[src/rtl/uart_tx_fifo_pkg.sv]
`timescale 1ns/1ps
`default_nettype none
// ============================================================================
// Module  : uart_tx_fifo_pkg
// Purpose : Shared types for the buffered UART transmitter: the parity-mode
//           encoding seen on cfg_parity and the transmit FSM state encoding.
// Revision: 1.0 - initial release
// ============================================================================
package uart_tx_fifo_pkg;

    // Both 00 and 11 mean "no parity bit".
    typedef enum logic [1:0] {
        PAR_NONE     = 2'b00,
        PAR_EVEN     = 2'b01,
        PAR_ODD      = 2'b10,
        PAR_NONE_ALT = 2'b11
    } parity_e;

    typedef enum logic [2:0] {
        ST_IDLE   = 3'd0,
        ST_START  = 3'd1,
        ST_DATA   = 3'd2,
        ST_PARITY = 3'd3,
        ST_STOP   = 3'd4
    } tx_state_e;

    function automatic logic parity_enabled(input parity_e m);
        return (m == PAR_EVEN) || (m == PAR_ODD);
    endfunction

endpackage : uart_tx_fifo_pkg
`default_nettype wire

[src/rtl/uart_tx_fifo_sync_fifo.sv]
`timescale 1ns/1ps
`default_nettype none
// ============================================================================
// Module  : sync_fifo
// Purpose : Single-clock FIFO with asynchronous (combinational) read port so
//           the head word is visible in the same cycle it is popped.
// Ports   : clk, rst      - clock, synchronous active-high reset
//           push, wdata   - enqueue request and word (ignored when full)
//           pop, rdata    - dequeue request (ignored when empty), head word
//           full, empty   - occupancy flags
//           level         - current word count, 0..DEPTH
// Revision: 1.0 - initial release
// ============================================================================
module sync_fifo #(
    parameter int WIDTH = 8,
    parameter int DEPTH = 16
) (
    input  logic                     clk,
    input  logic                     rst,
    input  logic                     push,
    input  logic [WIDTH-1:0]         wdata,
    input  logic                     pop,
    output logic [WIDTH-1:0]         rdata,
    output logic                     full,
    output logic                     empty,
    output logic [$clog2(DEPTH):0]   level
);

    localparam int AW = $clog2(DEPTH);
    localparam int LW = AW + 1;

    logic [WIDTH-1:0] r_mem [DEPTH];
    logic [AW-1:0]    r_wr_ptr;
    logic [AW-1:0]    r_rd_ptr;
    logic [LW-1:0]    r_level;
    logic             w_do_push;
    logic             w_do_pop;

    assign full      = (r_level == LW'(DEPTH));
    assign empty     = (r_level == '0);
    assign level     = r_level;
    assign rdata     = r_mem[r_rd_ptr];
    assign w_do_push = push && !full;
    assign w_do_pop  = pop && !empty;

    // Pointers wrap naturally because DEPTH is a power of two.
    always_ff @(posedge clk) begin
        if (rst) begin
            r_wr_ptr <= '0;
            r_rd_ptr <= '0;
            r_level  <= '0;
        end else begin
            if (w_do_push) r_wr_ptr <= r_wr_ptr + 1'b1;
            if (w_do_pop)  r_rd_ptr <= r_rd_ptr + 1'b1;
            case ({w_do_push, w_do_pop})
                2'b10:   r_level <= r_level + 1'b1;
                2'b01:   r_level <= r_level - 1'b1;
                default: r_level <= r_level;
            endcase
        end
    end

    // Storage is deliberately left out of reset.
    always_ff @(posedge clk) begin
        if (w_do_push) r_mem[r_wr_ptr] <= wdata;
    end

endmodule : sync_fifo
`default_nettype wire

[src/rtl/uart_tx_fifo.sv]
`timescale 1ns/1ps
`default_nettype none
// ============================================================================
// Module  : uart_tx_fifo
// Purpose : UART transmitter fed by a word FIFO. Each frame latches its word
//           and line configuration when popped, so config edits only affect
//           later frames.
// Ports   : clk, rst               - clock, synchronous active-high reset
//           cfg_div                - bit period minus one, in clk cycles
//           cfg_parity, cfg_stop2  - parity mode, two-stop-bit select
//           wr_en, wr_data         - FIFO write
//           clr_ovf                - clear sticky overflow
//           full, empty, level     - FIFO status
//           overflow               - sticky: write attempted while full
//           tx_busy                - FSM not idle
//           uart_s_out             - registered serial line, idles high
// Revision: 1.0 - initial release
// ============================================================================
module uart_tx_fifo
    import uart_tx_fifo_pkg::*;
#(
    parameter int DATA_BITS  = 8,
    parameter int FIFO_DEPTH = 16,
    parameter int DIV_WIDTH  = 16
) (
    input  logic                        clk,
    input  logic                        rst,
    input  logic [DIV_WIDTH-1:0]        cfg_div,
    input  logic [1:0]                  cfg_parity,
    input  logic                        cfg_stop2,
    input  logic                        wr_en,
    input  logic [DATA_BITS-1:0]        wr_data,
    input  logic                        clr_ovf,
    output logic                        full,
    output logic                        empty,
    output logic [$clog2(FIFO_DEPTH):0] level,
    output logic                        overflow,
    output logic                        tx_busy,
    output logic                        uart_s_out
);

    localparam int BIT_W = $clog2(DATA_BITS);
    localparam logic [BIT_W-1:0] C_LAST_BIT = BIT_W'(DATA_BITS - 1);

    tx_state_e              r_state, w_state_nxt;
    logic [DIV_WIDTH-1:0]   r_cnt, w_cnt_nxt;
    logic [DIV_WIDTH-1:0]   r_div, w_div_nxt;
    logic [BIT_W-1:0]       r_bit, w_bit_nxt;
    logic [DATA_BITS-1:0]   r_shift, w_shift_nxt;
    logic                   r_par_en, w_par_en_nxt;
    logic                   r_par_bit, w_par_bit_nxt;
    logic                   r_stop2, w_stop2_nxt;
    logic                   r_s_out, w_line_nxt;
    logic                   r_ovf;
    logic                   w_bit_end;
    logic                   w_load;
    logic                   w_push;
    logic                   w_full, w_empty;
    logic [DATA_BITS-1:0]   w_rdata;
    parity_e                w_mode;

    assign w_mode     = parity_e'(cfg_parity);
    assign w_push     = wr_en && !w_full;
    assign full       = w_full;
    assign empty      = w_empty;
    assign overflow   = r_ovf;
    assign tx_busy    = (r_state != ST_IDLE);
    assign uart_s_out = r_s_out;

    sync_fifo #(
        .WIDTH (DATA_BITS),
        .DEPTH (FIFO_DEPTH)
    ) u_fifo (
        .clk   (clk),
        .rst   (rst),
        .push  (w_push),
        .wdata (wr_data),
        .pop   (w_load),
        .rdata (w_rdata),
        .full  (w_full),
        .empty (w_empty),
        .level (level)
    );

    // Next-state logic. The line value is derived from the *next* state so
    // the registered output changes in the same edge as the state does.
    always_comb begin
        w_state_nxt   = r_state;
        w_cnt_nxt     = r_cnt;
        w_div_nxt     = r_div;
        w_bit_nxt     = r_bit;
        w_shift_nxt   = r_shift;
        w_par_en_nxt  = r_par_en;
        w_par_bit_nxt = r_par_bit;
        w_stop2_nxt   = r_stop2;
        w_load        = 1'b0;
        w_bit_end     = (r_cnt == '0);

        case (r_state)
            ST_IDLE: w_load = !w_empty;
            ST_START: begin
                if (w_bit_end) begin
                    w_state_nxt = ST_DATA;
                    w_cnt_nxt   = r_div;
                    w_bit_nxt   = '0;
                end else begin
                    w_cnt_nxt = r_cnt - 1'b1;
                end
            end
            ST_DATA: begin
                if (w_bit_end) begin
                    w_cnt_nxt = r_div;
                    if (r_bit == C_LAST_BIT) begin
                        w_bit_nxt   = '0;
                        w_state_nxt = r_par_en ? ST_PARITY : ST_STOP;
                    end else begin
                        w_bit_nxt   = r_bit + 1'b1;
                        w_shift_nxt = r_shift >> 1;
                    end
                end else begin
                    w_cnt_nxt = r_cnt - 1'b1;
                end
            end
            ST_PARITY: begin
                if (w_bit_end) begin
                    w_state_nxt = ST_STOP;
                    w_cnt_nxt   = r_div;
                    w_bit_nxt   = '0;
                end else begin
                    w_cnt_nxt = r_cnt - 1'b1;
                end
            end
            ST_STOP: begin
                if (w_bit_end) begin
                    if (r_stop2 && (r_bit == '0)) begin
                        w_bit_nxt = BIT_W'(1);
                        w_cnt_nxt = r_div;
                    end else if (!w_empty) begin
                        w_load = 1'b1;
                    end else begin
                        w_state_nxt = ST_IDLE;
                    end
                end else begin
                    w_cnt_nxt = r_cnt - 1'b1;
                end
            end
            default: w_state_nxt = ST_IDLE;
        endcase

        // Pop the head word and snapshot the line configuration for a frame.
        if (w_load) begin
            w_state_nxt   = ST_START;
            w_cnt_nxt     = cfg_div;
            w_div_nxt     = cfg_div;
            w_bit_nxt     = '0;
            w_shift_nxt   = w_rdata;
            w_par_en_nxt  = parity_enabled(w_mode);
            w_par_bit_nxt = (^w_rdata) ^ (w_mode == PAR_ODD);
            w_stop2_nxt   = cfg_stop2;
        end

        case (w_state_nxt)
            ST_START:  w_line_nxt = 1'b0;
            ST_DATA:   w_line_nxt = w_shift_nxt[0];
            ST_PARITY: w_line_nxt = w_par_bit_nxt;
            default:   w_line_nxt = 1'b1;
        endcase
    end

    always_ff @(posedge clk) begin
        if (rst) begin
            r_state   <= ST_IDLE;
            r_cnt     <= '0;
            r_div     <= '0;
            r_bit     <= '0;
            r_shift   <= '0;
            r_par_en  <= 1'b0;
            r_par_bit <= 1'b0;
            r_stop2   <= 1'b0;
            r_s_out   <= 1'b1;
            r_ovf     <= 1'b0;
        end else begin
            r_state   <= w_state_nxt;
            r_cnt     <= w_cnt_nxt;
            r_div     <= w_div_nxt;
            r_bit     <= w_bit_nxt;
            r_shift   <= w_shift_nxt;
            r_par_en  <= w_par_en_nxt;
            r_par_bit <= w_par_bit_nxt;
            r_stop2   <= w_stop2_nxt;
            r_s_out   <= w_line_nxt;
            // A dropped write outranks a same-cycle clear.
            if (wr_en && w_full) r_ovf <= 1'b1;
            else if (clr_ovf)    r_ovf <= 1'b0;
        end
    end

endmodule : uart_tx_fifo
`default_nettype wire
[config.mk]
export PLATFORM = sky130hd
export DESIGN_NAME = uart_tx_fifo
export DESIGN_NICKNAME = d
export VERILOG_FILES = /design/src/rtl/uart_tx_fifo_pkg.sv /design/src/rtl/uart_tx_fifo_sync_fifo.sv /design/src/rtl/uart_tx_fifo.sv
export SDC_FILE = /design/constraint.sdc
export NUM_CORES = 1
export LEC_CHECK = 0
export CAP_MARGIN = 20
export CORE_MARGIN = 5
export CORE_UTILIZATION = 60
export DETAILED_ROUTE_END_ITERATION = 16
export PLACE_DENSITY = 0.78
export SETUP_SLACK_MARGIN = 0.5
export SYNTH_ARGS = -nofsm -noshare
export SYNTH_HDL_FRONTEND = slang
export SYNTH_SLANG_ARGS = --single-unit
[constraint.sdc]
create_clock -name clk -period 5.89 [get_ports clk]
set_input_delay 1.178 -clock clk [delete_from_list [all_inputs] [get_ports clk]]
set_output_delay 1.178 -clock clk [all_outputs]
set_load 0.02 [all_outputs]
==> metrics <==
initial antenna violation count 0; Combinational Power Share 36.9%; IO Count 41; CTS sink count 196; run status completed; Non-Filler Instances 854; vias in the first global route 5157; dominant synthesized flop cell edfxtp_1; WL final around 17000 um; min setup slack post-route 2.13 ns; P_sw 0.00171 W; Cell Rows 43; post-CTS setup buffer count 0; FF+latch count, synth 196; pin count of the biggest net entering global routing 66; Seq pwr share 38.9%; drt via density 6.08; Placer Congestion 0.906; final worst path period share between 60% and 70%; Core Region 0.0138 mm2; sw frac ~36%; H-tree depth 4; grt total ovfl 0; placed insts 821; f_max between 200 and 300 MHz; share of layout cells above drive strength 1 10.1%; MaxCap Viol Count 0; Setup TNS 0 ns; cell depth of the worst flop-to-flop path 16; P_int 0.00303 W; die height 128 um; Num CTS Buffers 17; Worst-Margin Slew a little over 0.9 ns; WP buf/inv 4; CTS tree done; Worst Skew about 0.013 ns; slowest CP cell or3b_2; hold path endpoint r_shift[3]; root buffer cell clkbuf_16; Area Overhead vs Synth 12.6%; RSZ-0062 raised after global routing no; critical path type reg2reg; drt first pass iters 5; Critical R2R Launch r_cnt[0]; power per cell area 500 mW/mm2; # hold bufs at CTS 0; Synth Warn # 0; number of synthesized flops with an enable pin 128; CP most frequent cell inv_1; Syn Std Cell Area 0.00842 mm2; Post-synth ARST share 0%; CP Cell Sequence inv_1 > ha_1 > or3b_2 > nor2_2 > nand3_1 > a2111o_1 > inv_2 > ha_1 > inv_1 > fa_1 > inv_1 > a21o_1 > a21oi_1 > xnor2_1 > or3_1 > a21oi_1; Setup crit start kind flip-flop; r2r setup slk around 2.1 ns; Vias 5195; Initial Utilization 60.9%; max-slew violations 0; clock buffer depth 2; min Tclk post-route 3.76 ns; Worst-Skew Late Latency 0.44 ns; port bufs 40; Final Util 68.5%; Clk pwr share 24.2%; Tot GR Track Use 21.7%; dpl hpwl 11100 um; Slew headroom 39.4%; residual DRC count 0; Post-CTS Resized 0; final setup fails 0; number of fill cells in the layout 931; first-pass GRT wire length ~27000 um; wire per inst 20.0 um; VDD IR-drop max 0.308 mV; register area share after synthesis 61.8%; chip width 128 um; drt initial violations 650; hold_sp r_shift[3]; post-route ant nets 0; crit path capture type flip-flop; P_leak between 3 and 4 nW; number of cells on the worst hold path 2; Avg Inst Size Synth around 13 um2; Final Hold Vio Count 0; Syn Nets 678; pre-CTS WS 2.19 ns; reg-to-reg endpoint u_fifo.level[4]; Required @ worst endpoint 6.25 ns; worst hold-check path type reg2reg; cell family with the largest share of critical-path delay simple AND/OR/NAND/NOR gates; ant diodes 0; CP max FO 6; Yosys cell types 59; Max stage delay on crit path 0.55 ns; DIE AREA 0.0165 mm2; data arrival time of the worst path roughly 4.1 ns; clock-pin slew on the worst setup and hold paths ~0.07 ns; Nets 707; Syn Inst Count between 600 and 700
[sequential cells by signal (all words and copies together), names as in the netlist, named ones only]
register	cells
u_fifo.level	5
r_state	3
r_bit	3
r_par_en	1
overflow	1
r_par_bit	1
r_div	16
uart_s_out	1
r_cnt	16
r_shift	8
r_stop2	1
u_fifo.r_rd_ptr	4
u_fifo.r_mem	128
u_fifo.r_wr_ptr	4
[tightest hold or removal path, cell delays in order, from the launching register on]
cell	delay (ns)
dfxtp_1	0.31
nand2_1	0.05
a21oi_1	0.05
[per-layer routing]
metal | share of wire (%) | track usage [%]
met2 | 53 | 38.8
met4 | 1.2 | 5.81
met3 | 4.8 | 5.40
met5 | 0 | 0
met1 | 41 | 26.3
[stage by stage]
| step | hold slack, ns | power (W) | area, um2 |
|---|---|---|---|
| global route | 0.475 | 0.00502 | 9470 |
| CTS | 0.463 | 0.00476 | 9450 |
| global placement | 0.445 | 0.00353 | 8870 |
| floorplan | 0.433 | 0.00322 | 8420 |
| detailed placement | 0.448 | 0.00360 | 8870 |
| finish | 0.461 | 0.00474 | 9470 |
[logic make-up after synthesis]
logic type / after synthesis / synth area share (%)
AND/OR/NAND/NOR: 197 / 10.8
buffers and inverters: 56 / 3.43
AO/OA/AOI/OAI: 106 / 7.91
adder cells (fa/ha/maj): 15 / 2.32
flip-flops: 196 / 61.8
multiplexers: 43 / 11.1
XOR/XNOR: 19 / 2.56
[placed cells by master, fill, tap and decap left out, types with 9 or more instances in the layout]
master	instances
nand2_1	68
clkdlybuf4s50_1	39
nor2_1	64
nand3_1	15
edfxtp_1	128
clkbuf_16	17
nor3_1	12
a31oi_1	13
mux4_1	14
a21oi_1	45
o21ai_0	9
inv_1	17
mux4_2	22
dfxtp_1	66
ha_1	14
[Yosys cell counts (9+ instances only)]
cell type  number  area (um2)
ha_1           14         175
nor3_1         12        60.1
a31oi_1        13        81.3
inv_1          17        63.8
nand2_1        68         255
buf_2          10        50.1
edfxtp_1      128        3840
dfxtp_1        68        1360
nor2_1         64         240
mux4_1         14         368
a21oi_1        45         225
clkbuf_1       17        63.8
mux4_2         22         495
nand3_1        15        75.1
o21ai_0         9        45.0
[layout make-up]
| class | instances | area [um2] | share of cell area (%) |
|---|---|---|---|
| Clock inverter | 13 | 150 | 1.58 |
| Sequential cell | 196 | 5210 | 55.0 |
| Clock buffer | 19 | 433 | 4.57 |
| Inverter | 18 | 67.6 | 0.713 |
| Multi-Input combinational cell | 380 | 2920 | 30.8 |
| Tap cell | 180 | 225 | 2.38 |
| Timing Repair Buffer | 48 | 468 | 4.94 |
[power by group through the flow]
stage / Clock, W / Sequential, W / Combinational, W
after floorplan: 0 / 0.00181 / 0.00141
after global placement: 0 / 0.00185 / 0.00168
after detailed placement: 0 / 0.00187 / 0.00173
after CTS: 0.00117 / 0.00184 / 0.00175
after global routing: 0.00123 / 0.00187 / 0.00193
final: 0.00115 / 0.00184 / 0.00175
[how the worst max path moves through the flow]
| stage | from | to | slack [ns] | cells past startpoint |
|---|---|---|---|---|
| finish | r_cnt[0] | u_fifo.level[4] | 2.13 | 16 |
| global route | r_cnt[0] | u_fifo.level[4] | 1.89 | 16 |
| CTS | r_cnt[0] | u_fifo.level[4] | 2.16 | 16 |
| detailed placement | r_cnt[0] | u_fifo.level[4] | 2.19 | 16 |
| global placement | r_cnt[0] | u_fifo.level[4] | 2.29 | 16 |
| floorplan | r_cnt[0] | u_fifo.level[4] | 2.19 | 18 |
No activity file was read; power rests on OpenSTA's default activity.
